--- src/rtl/sw_conditioner.sv ---
// rtl/sw_conditioner.sv - per-channel button synchronizer, debouncer, press pulse and hold-to-repeat FSM
module sw_conditioner #(
  parameter int NUM_SW       = 4,
  parameter int ACTIVE_LOW   = 1,
  parameter int DEBOUNCE_CNT = 500000,
  parameter int LONG_CNT     = 50000000,
  parameter int REPEAT_CNT   = 10000000
) (
  input  logic              clk,
  input  logic              rst,
  input  logic [NUM_SW-1:0] i_btn,
  output logic [NUM_SW-1:0] o_sw_pulse,
  output logic [NUM_SW-1:0] o_sw_level,
  output logic [NUM_SW-1:0] o_sw_long
);

  localparam int TM_MAX = (LONG_CNT > REPEAT_CNT) ? LONG_CNT : REPEAT_CNT;
  localparam int DB_W   = $clog2(DEBOUNCE_CNT);
  localparam int TM_W   = $clog2(TM_MAX);

  localparam logic [DB_W-1:0] DB_LAST   = DB_W'(DEBOUNCE_CNT - 1);
  localparam logic [TM_W-1:0] LONG_LAST = TM_W'(LONG_CNT - 1);
  localparam logic [TM_W-1:0] RPT_LAST  = TM_W'(REPEAT_CNT - 1);

  typedef enum logic [1:0] {S_IDLE, S_HOLD, S_RPT} state_t;

  logic [NUM_SW-1:0] p;
  logic [NUM_SW-1:0] s1;
  logic [NUM_SW-1:0] s2;

  // Normalise so that 1 always means pressed; reset then equals "released".
  assign p = (ACTIVE_LOW != 0) ? ~i_btn : i_btn;

  always_ff @(posedge clk or posedge rst) begin
    if (rst) begin
      s1 <= '0;
      s2 <= '0;
    end else begin
      s1 <= p;
      s2 <= s1;
    end
  end

  for (genvar k = 0; k < NUM_SW; k++) begin : g_ch
    logic [DB_W-1:0] db_cnt;
    logic [TM_W-1:0] tm;
    logic            level_q;
    logic            pulse_q;
    logic            long_q;
    state_t          state;

    always_ff @(posedge clk or posedge rst) begin
      if (rst) begin
        db_cnt  <= '0;
        level_q <= 1'b0;
      end else if (s2[k] == level_q) begin
        db_cnt <= '0;
      end else if (db_cnt == DB_LAST) begin
        level_q <= s2[k];
        db_cnt  <= '0;
      end else begin
        db_cnt <= db_cnt + DB_W'(1);
      end
    end

    // A release seen in the same cycle as a timer expiry takes priority.
    always_ff @(posedge clk or posedge rst) begin
      if (rst) begin
        state   <= S_IDLE;
        tm      <= '0;
        pulse_q <= 1'b0;
        long_q  <= 1'b0;
      end else begin
        pulse_q <= 1'b0;
        case (state)
          S_IDLE: begin
            if (level_q) begin
              state   <= S_HOLD;
              tm      <= '0;
              pulse_q <= 1'b1;
            end
          end
          S_HOLD: begin
            if (!level_q) begin
              state <= S_IDLE;
            end else if (tm == LONG_LAST) begin
              state   <= S_RPT;
              tm      <= '0;
              pulse_q <= 1'b1;
              long_q  <= 1'b1;
            end else begin
              tm <= tm + TM_W'(1);
            end
          end
          S_RPT: begin
            if (!level_q) begin
              state  <= S_IDLE;
              long_q <= 1'b0;
            end else if (tm == RPT_LAST) begin
              tm      <= '0;
              pulse_q <= 1'b1;
            end else begin
              tm <= tm + TM_W'(1);
            end
          end
          default: begin
            state  <= S_IDLE;
            long_q <= 1'b0;
          end
        endcase
      end
    end

    assign o_sw_pulse[k] = pulse_q;
    assign o_sw_level[k] = level_q;
    assign o_sw_long[k]  = long_q;
  end

endmodule
--- config.mk ---
export PLATFORM = sky130hd
export DESIGN_NAME = sw_conditioner
export DESIGN_NICKNAME = d
export VERILOG_FILES = /design/src/rtl/sw_conditioner.sv
export SDC_FILE = /design/constraint.sdc
export NUM_CORES = 1
export LEC_CHECK = 0
export BUFFER_PORTS_ARGS = -buffer_cell sky130_fd_sc_hd__buf_2
export CAP_MARGIN = 30
export CORE_MARGIN = 1.5
export CORE_UTILIZATION = 50
export DETAILED_ROUTE_END_ITERATION = 10
export GPL_ROUTABILITY_DRIVEN = 0
export PLACE_DENSITY = 0.66
export SYNTH_ARGS = -nofsm -noshare
export SYNTH_HDL_FRONTEND = slang
export SYNTH_SLANG_ARGS = --single-unit
export TNS_END_PERCENT = 5
--- constraint.sdc ---
create_clock -name clk -period 8.6 [get_ports clk]
set_input_delay 1.72 -clock clk [delete_from_list [all_inputs] [get_ports clk]]
set_output_delay 1.72 -clock clk [all_outputs]
set_load 0.02 [all_outputs]
# Yosys cells after proc, flatten, opt, wreduce, memory -nomap -nowiden
# Cells that the tools add are included.
# classes
bitwise_logic	9
n_reduce_logical	24
add_sub_neg	8
n_eq_ne	48
mux	92
# ops
op	count
two-way mux 26 bit	20
one-hot mux 26 bit (3 select lines)	4
two-way mux 19 bit	8
adder 26 x 1 -> 26 bit, second input constant	4
== test 26 x 24 -> 1 bit, second input constant	4
== test 26 bit, second input constant	4
adder 19 x 1 -> 19 bit, second input constant	4
== test 19 bit, second input constant	4
inequality test 2 bit, second input constant	20
two-way mux 1 bit	32
two-way mux 2 bit	16
AND reduction 4 bit	8
one-hot mux 1 bit (3 select lines)	8
one-hot mux 2 bit (3 select lines)	4
inequality test 3 bit, second input constant	4
AND reduction 3 bit	4
nonzero test 3 bit	4
== test 2 x 1 -> 1 bit, second input constant	4
== test 2 bit, second input constant	4
zero test 2 bit	4
NOT 1 bit	8
AND reduction 2 bit	4
== test 1 bit	4
NOT 4 bit	1
# word_totals
regBits	208
word_cells	207
input_bits	6

# Longest topological paths before layout
# Gate-level depths: netlist of the first run.
# logic_depth
word_depth	4
depth_mapped	9

# Worst setup path after synthesis of the first run
# No wires, ideal clock.
# synth_path
kind	register -> output
startpoint	register g_ch[2].level_q
endpoint	output port o_sw_level[2]
path_buffers	1
stages_incl_launch_ff	2
path_slack_ns	6.324
arrival_time_ns	0.556
cell_sequence	dfrtp_1 -> buf_4
# synth_rtl
item	line	source
from (decl)	47	logic level_q;
from (signal assigned)	59	level_q <= s2[k];
to (decl)	13	output logic [NUM_SW-1:0] o_sw_level,
# No word-level cell between the ends.

# Worst setup path after layout of the first run
# layout_path
startpoint	register g_ch[3].level_q
endpoint	output port o_sw_level[3]
# layout_rtl
item	line
from (decl)	47
from (signal assigned)	59
# No word-level cell between the ends.

==> run metrics, run 1 <==
status=complete, no violations; FF-to-FF path depth=5; critical path launch point=g_ch[3].level_q; Comb pwr share=between 1.5 and 2%; # hold bufs at CTS=0; synth top area cells=dfrtp_1 (46%), xnor2_1 (8.1%), nor2_1 (5.8%); final hold vios=0; Fmax=around 320 MHz; row count=55; placed cells=1507; Sink Count=between 200 and 250; Worst-Margin Slew=1.07 ns; Worst EP required=6.88 ns; hold slack=0.347 ns; P_sw=0.436 mW; Setup crit end kind=output port; Congestion Overflow GR=0; worst path bufs/invs=1; Design Area, Final=12500 µm²; number of gates resized after CTS=0; Die Area=23700 µm²; H-tree Lvls=1; Die W=154 µm; Finish-stage setup viols=0; syn_area_per_cell=9.10 µm²; fraction of layout cells with a size suffix above 1=around 6.8%; Total Nets Final=1280; synthesized flop and latch total=roughly 210; post-synthesis sequential area ratio=between 40% and 50%; CTS buffer count=25; Sw Share=20.6%; drt wl/cell=between 10 and 15 µm; Critical Path Max Stage Delay=0.67 ns; CTS max path bufs=3; synth warn=0; cells after synthesis=approximately 1300; final setup margin=5.44 ns; Post-Syn Area=between 10000 and 15000 µm²; # IOs=18; Total Wirelength=~23000 µm; DRT iter0 DRCs=424; TritonRoute pass-1 iters=5; Post-synth EDFFs=0; Pleak=5.06 nW; CTS tree=yes; RSZ-0062 raised after global routing=false; max_slew headroom=28.1%; worst setup path end=o_sw_level[3]; CP arrival=1.44 ns; CTS root buffer=clkbuf_16; total track usage=19.5%; Async SR Flop Fraction=100%; sequential share of power=46.9%; Skew-Pair Late Insertion Delay=0.51 ns; vias in the first global route=8344; Hold/Removal Path Class=flop to flop; Max VDD drop=~0.19 mV; Final Util=approximately 56%; Die H=154 µm; pre-CTS setup slack=5.35 ns; skew final=0.0119 ns; r2r startpoint=g_ch[0].tm[11]; Final ANT Viol Nets=0; largest net degree at the start of global routing=125; area share of the largest cell type after synthesis=45.6%; setup bufs post-CTS=0; crit path time final=roughly 3.2 ns; most frequent cells after synthesis=dfrtp_1 (208), nor2_1 (177), nand2_1 (122); clock-pin slew on the worst setup and hold paths=0.06 ns; max_cap viols=0; fin crit share=36.8%; Critical Path Fanout Max=13; initial antenna violation count=0; Top delay family on crit path=flip-flops; Area after DPL=11700 µm²; Synth area leader=dfrtp_1; PortBufs=17; Core ar.=~23000 µm²; vias=8749; reg2reg setup slack=5.72 ns; Residual DRC=0; most frequent cell after synthesis=dfrtp_1; post-route insts no fill=1549; CP startpoint kind=flop; post-DP HPWL=roughly 15000 µm; P per Cell Area=about 170 nW/µm²; antenna diode count=0; max-slew violation count=0; WP depth=1; kind of critical path=flop to output port; setup TNS=0 ns; critical-path cell list=buf_2; vias per inst=5.65; r2r endpoint=g_ch[0].tm[2]; post-synth net total=1284; Starting Density=50.7%; Critical-path top delay cell=dfrtp_1; Power Total=2.11 mW; global-route wire length before repair=39900 µm; Netlist cell types=68; Layout fillers=slightly above 2000; Top FF cell, synth=dfrtp_1; Clk pwr share=between 50% and 60%; area grow syn2layout=9.72%; Internal=1.68 mW
==> how the worst min path moves through the flow <==
stage	start	to	depth (start not counted)
floorplan	s1[0]	s2[0]	0
global placement	s1[0]	s2[0]	0
detailed placement	s1[3]	s2[3]	0
CTS	s1[3]	s2[3]	0
global route	s1[0]	s2[0]	0
finish	s1[3]	s2[3]	0
==> metal layers <==
layer  vias to the layer above  GRT usage [%]  routed length (µm)
met5                         -              0                   0
met2                       108           31.0               10200
met3                        31           2.62                 725
li1                       4377              -                   -
met1                      4233           28.5               11200
met4                         0           4.39                 419
==> cell usage in the layout (no fill, tap or decap), types with 4 or more instances in the layout <==
master / n
bufinv_16: 4
nor4b_1: 9
xor2_1: 44
o211ai_1: 20
or2_2: 7
clkinv_2: 6
o21ai_0: 26
nor4_1: 34
nor2_1: 177
xnor2_1: 105
nand2_1: 122
or3_1: 9
buf_4: 6
clkbuf_16: 25
and3_1: 17
o31ai_1: 4
or4_1: 6
and2_1: 8
nor3_1: 66
o21a_1: 5
nor4bb_1: 6
o311ai_0: 5
a21oi_1: 35
a31oi_1: 5
dfrtp_1: 208
clkbuf_8: 4
nand4_1: 44
buf_2: 17
ha_1: 25
nand2b_1: 4
inv_1: 53
and4_1: 25
nand3_1: 66
==> state kept, by name (all words and copies together) (netlist names) <==
signal,count
g_ch.state,8
s2,4
g_ch.db_cnt,76
g_ch.level_q,4
g_ch.tm,104
s1,4
g_ch.pulse_q,4
g_ch.long_q,4
==> power groups by stage <==
stage	Clock, mW	Sequential [mW]	Combinational, mW
6_report	1.08	0.991	0.0377
5_1_grt	1.15	0.991	0.0455
4_1_cts	1.11	0.991	0.0402
3_5_place_dp	0	1.01	0.0401
3_3_place_gp	0	1.01	0.0379
2_1_floorplan	0	1.01	0.0282
==> cell families after synthesis <==
logic type,Yosys count,share of synthesized area [%]
adder cells (fa/ha/maj),25,2.74
AO/OA/AOI/OAI,133,7.79
XOR/XNOR,149,11.4
multiplexers,5,0.472
buffers and inverters,109,4.14
flip-flops,208,45.6
AND/OR/NAND/NOR,624,27.8
==> area by class of cell <==
type	count	area (µm²)	share of cell area, %
Clock inverter	12	166	1.33
Inverter	54	210	1.68
Multi-Input combinational cell	936	5730	45.8
Timing Repair Buffer	24	158	1.26
Tap cell	285	357	2.85
Sequential cell	208	5200	41.6
Clock buffer	30	684	5.47
Power figures use the tool's default switching activity.
==> inputs of run 2 (changes only) <==
PLACE_DENSITY = 0.68   (was 0.66)
clock period = 2.7 ns   (was 8.6 ns; I/O delays follow)
==> run 2 against run 1 <==
  * Clock skew shrank 0.0031 ns
  * Die area stayed put
  * First-iteration DRC count increased by 51%
==> run metrics, run 2 (synthesis results as in run 1) <==
global-route wire length before repair=40100 µm (+0.66%); DRT iter0 DRCs=640 (+51%); CP startpoint kind=flop; H-tree Lvls=1 (unchanged); Die W=154 µm (unchanged); final setup margin=0.245 ns (-5.19 ns); Die Area=23700 µm² (unchanged); Setup crit end kind=flop; largest net degree at the start of global routing=64 (-49%); commonest non-fill, non-tap cell in the layout=dfrtp_1; Worst-Margin Slew=0.937 ns (-0.137 ns); placed cells=1525 (+1.2%); setup TNS=0 ns (unchanged); vias per inst=5.60 (-0.83%); drt wl/cell=14.5 µm (-0.24%); # hold bufs at CTS=0 (unchanged); Hold/Removal Path Class=primary input to asynchronous set/reset pin; post-DP HPWL=15200 µm (+0.96%); status=complete, no violations; final hold vios=0 (unchanged); CTS tree=yes; FF-to-FF path depth=7 (+2); Critical Path Fanout Max=12 (-1); Total Wirelength=22700 µm (+0.92%); Fmax=between 400 and 500 MHz; max reg flops=104 (unchanged); initial antenna violation count=0 (unchanged); Total Nets Final=1297 (+1.3%); Top Registers=g_ch.tm: 104 flops, g_ch.db_cnt: 76 flops, g_ch.state: 8 flops; PortBufs=17 (unchanged); Die H=154 µm (unchanged); Pleak=5.13 nW (+1.4%); max_cap viols=0 (unchanged); Residual DRC=0 (unchanged); Congestion Overflow GR=0 (unchanged); fin crit share=90.9%; pre-CTS setup slack=0.245 ns (-5.10 ns); Skew-Pair Late Insertion Delay=0.51 ns (about the same); Max VDD drop=0.308 mV (+62%); fraction of layout cells with a size suffix above 1=7.80% (+1.0 points); max-slew violation count=0 (unchanged); Finish-stage setup viols=0 (unchanged); Starting Density=50.7% (unchanged); post-route insts no fill=1567 (+1.2%); setup bufs post-CTS=0 (unchanged); row count=55 (unchanged); CTS root buffer=clkbuf_16; vias in the first global route=8480 (+1.6%); TritonRoute pass-1 iters=5 (unchanged); antenna diode count=0 (unchanged); Core ar.=22500 µm² (unchanged); Top reg by flops=g_ch.tm; kind of critical path=flop to flop; area grow syn2layout=10.7%; # IOs=18 (unchanged); P per Cell Area=523 nW/µm² (+210%); crit path time final=2.46 ns; total track usage=19.8% (+0.27 points); vias=8777 (+0.32%); RSZ-0062 raised after global routing=false; CTS buffer count=24 (-4.0%); Worst EP required=3.10 ns (-3.78 ns); max_slew headroom=37.3% (+9.2 points); most frequent cells in the layout=dfrtp_1 (208), nor2_1 (177), nand2_1 (122); skew final=0.00871 ns (-0.00315 ns); Final ANT Viol Nets=0 (unchanged); CP arrival=2.85 ns (+1.41 ns); number of gates resized after CTS=0 (unchanged); CTS max path bufs=3 (unchanged); clock-pin slew on the worst setup and hold paths=0.06 ns (about the same); Sink Count=208 (unchanged)
## run 2: where the power goes
group	total, mW	switching [mW]	leakage, nW	internal [mW]
clock network	3.31	1.26	0.402	2.05
registers	3.16	0.0185	2.88	3.14
logic	0.126	0.0948	1.85	0.0314
## run 2: critical path, cell delays in order (launching register included)
cell and delay (ns):
dfrtp_1 0.41, inv_1 0.13, ha_1 0.33, o311ai_0 0.27
or3_1 0.58, nor4_1 0.39, xnor2_1 0.17, nor2_1 0.05
## run 2: final cells by class
| class | instances | area (µm²) |
|---|---|---|
| clock buffer | 33 | 686 |
| timing repair buffer | 42 | 310 |
| clock inverter | 9 | 124 |
| tap | 285 | 357 |
| fill | 1996 | 9880 |
| inverter | 54 | 206 |
| multi-input combinational | 936 | 5730 |
| sequential | 208 | 5200 |
## run 2: layer usage
metal / track usage, % / vias up / routed length (µm)
met5: 0 / - / 0
li1: - / 4414 / -
met3: 2.73 / 33 / 728
met1: 29.2 / 4209 / 11400
met4: 4.53 / 0 / 428
met2: 31.0 / 121 / 10200
## run 2: per-stage QoR
| step | power [mW] | util (%) | cell area [µm²] | hold WS, ns |
|---|---|---|---|---|
| 2_1_floorplan | 3.30 | - | 11400 | 0.331 |
| 3_3_place_gp | 3.34 | 52.5 | 11800 | 0.334 |
| 3_5_place_dp | 3.35 | 52.5 | 11800 | 0.338 |
| 4_1_cts | 6.68 | 56.1 | 12600 | 0.0105 |
| 5_1_grt | 6.84 | 56.1 | 12600 | 0.0293 |
| 6_report | 6.59 | 56.1 | 12600 | 0.0206 |
## run 2: worst paths after layout
path                             startpoint            endpoint  slack (ns)
min in group clk                   i_btn[0]               s1[0]        0.16
hold reg to reg                       s1[0]               s2[0]        0.35
setup / recovery           g_ch[3].state[1]      g_ch[3].tm[13]        0.24
setup reg to reg           g_ch[3].state[1]      g_ch[3].tm[13]        0.24
hold / removal                          rst  g_ch[0].db_cnt[17]        0.02
max in group asynchronous               rst      g_ch[0].tm[21]        1.94
==> inputs of run 3 (changes only) <==
CORE_UTILIZATION = 40   (was 50)
PLACE_DENSITY = not set   (was 0.68)
==> run 3 against run 2 <==
  * Sequential power hardly changed
  * Non-clock buffer count is 1 lower
  * Worst hold slack better by 0.14 ns
  * Largest cell class unchanged
==> run metrics, run 3 (synthesis results as in run 1) <==
total track usage=16.8% (-3.0 points); Die H=172 µm (+12%); pre-CTS setup slack=0.213 ns (-0.0322 ns); Pleak=5.14 nW (+0.21%); hold slack=0.157 ns (+0.136 ns); crit path time final=2.48 ns (+0.0228 ns); Core ar.=27900 µm² (+24%); Setup crit end kind=flop; fraction of layout cells with a size suffix above 1=8.20% (+0.40 points); initial antenna violation count=0 (unchanged); Congestion Overflow GR=0 (unchanged); final hold vios=0 (unchanged); P per Cell Area=520 nW/µm² (-0.46%); reg2reg setup slack=0.22 ns (-0.02 ns); area occupied by multi-input gates=5740 µm² (about the same); r2r endpoint=g_ch[3].tm[15]; Total Wirelength=23100 µm (+1.3%); placed cells=1617 (+6.0%); Worst EP required=3.10 ns (about the same); Skew-Pair Late Insertion Delay=0.51 ns (about the same); CTS max path bufs=3 (unchanged); Max VDD drop=0.348 mV (+13%); setup bufs post-CTS=0 (unchanged); max_cap viols=0 (unchanged); Critical Path Max Stage Delay=0.58 ns (about the same); # hold bufs at CTS=0 (unchanged); commonest non-fill, non-tap cell in the layout=dfrtp_1; critical-path cell list=inv_1, ha_1, o311ai_0, or3_1, nor4_1, xnor2_1, nor2_1; Layout fillers=2736 (+37%); skew final=0.00779 ns (-0.000913 ns); Top Usage Layer GRT=met2; clock-pin slew on the worst setup and hold paths=0.06 ns (about the same); CP startpoint kind=flop; post-DP HPWL=15700 µm (+3.3%); FF-to-FF path depth=7 (unchanged); Top reg by flops=g_ch.tm; Sink Count=208 (unchanged); Top Registers=g_ch.tm: 104 flops, g_ch.db_cnt: 76 flops, g_ch.state: 8 flops; vias per inst=5.30 (-5.4%); Critical Path Fanout Max=12 (unchanged); vias in the first global route=8609 (+1.5%); CTS root buffer=clkbuf_16; r2r startpoint=g_ch[3].state[1]; Power Total=6.64 mW (+0.71%); status=complete, no violations; largest net degree at the start of global routing=115 (+80%); CP arrival=2.88 ns (+0.03 ns); row count=61 (+11%); max reg flops=104 (unchanged); Fmax=404 MHz (-0.92%); TritonRoute pass-1 iters=5 (unchanged); RSZ-0062 raised after global routing=false; max-slew violation count=0 (unchanged); Total Nets Final=1297 (unchanged); Global Route met2 Usage=27.0% (-4.0 points); Worst-Margin Slew=0.679 ns (-0.258 ns); Finish-stage setup viols=0 (unchanged); global-route wire length before repair=41600 µm (+3.6%); H-tree Lvls=1 (unchanged); most frequent cells in the layout=dfrtp_1 (208), nor2_1 (177), nand2_1 (122); Final ANT Viol Nets=0 (unchanged); post-route insts no fill=1659 (+5.9%); kind of critical path=flop to flop; Area after DPL=11900 µm² (+1.0%); DRT iter0 DRCs=713 (+11%); Residual DRC=0 (unchanged); PortBufs=17 (unchanged); Critical-path top delay cell=or3_1; CTS tree=yes; drt wl/cell=13.9 µm (-4.3%); max_slew headroom=54.2% (+17 points); register area=5200 µm² (unchanged); Die Area=29500 µm² (+24%); area grow syn2layout=12.0%; # IOs=18 (unchanged); CTS buffer count=25 (+4.2%); Starting Density=40.8% (-9.9 points); antenna diode count=0 (unchanged); Design Area, Final=12800 µm² (+1.2%); fin crit share=91.8% (+0.84 points); Die W=172 µm (+12%); vias=8792 (+0.17%); met1 usage=23.5% (-5.6 points); final setup margin=0.222 ns (-0.0228 ns); Hold/Removal Path Class=primary input to asynchronous set/reset pin; GRT met3 Usage=2.29% (-0.45 points)
-- run 3: layout make-up --
class / instances / area share, %
Clock buffer: 34 / 5.79
Tap cell: 378 / 3.70
Inverter: 54 / 1.62
Sequential cell: 208 / 40.8
Timing Repair Buffer: 41 / 2.47
Multi-Input combinational cell: 936 / 44.9
Clock inverter: 8 / 0.725
-- run 3: power breakdown --
part           internal [mW]  switching [mW]  leakage (nW)  total [mW]
Clock                   2.08            1.28         0.415        3.36
Combinational         0.0285          0.0932          1.84       0.122
Sequential              3.14          0.0185          2.88        3.16
Total                   5.25            1.39          5.14        6.64
-- run 3: through the flow --
stage                     TNS (ns)  util, %
after floorplan            -112.37        -
after CTS                        0     45.7
after global routing             0     45.7
after detailed placement         0     42.7
final                            0     45.7
after global placement           0     42.7
-- run 3: worst max path at each step --
stage                         to  slack (ns)             start
6_report          g_ch[3].tm[15]        0.22  g_ch[3].state[1]
5_1_grt           g_ch[3].tm[15]        0.02  g_ch[3].state[1]
4_1_cts           g_ch[0].tm[25]        0.22  g_ch[0].state[1]
2_1_floorplan  g_ch[0].db_cnt[0]       -0.54               rst
3_3_place_gp      g_ch[0].tm[25]        0.31  g_ch[0].state[0]
3_5_place_dp      g_ch[0].tm[25]        0.21  g_ch[0].state[1]
-- run 3: worst max-delay path: cells and delay by family, from the launching register on --
family          cells  cell delay (ns)
xor+xnor            1             0.16
fa+ha+maj           1             0.32
simple gates        3             1.04
buf+inv             1             0.13
flops               1             0.42
compound gates      1             0.28
-- run 3: timing repair --
item / in CTS / in global routing
gates resized for setup: 0 / 2
endpoints found under the setup margin: 0 / 4
endpoints found under the hold margin: 0 / 0
-- run 3: layer usage --
metal,share of wire (%),wire length [µm]
met5,0,0
met4,2.6,608
met3,2.9,677
met2,45,10400
met1,49,11400
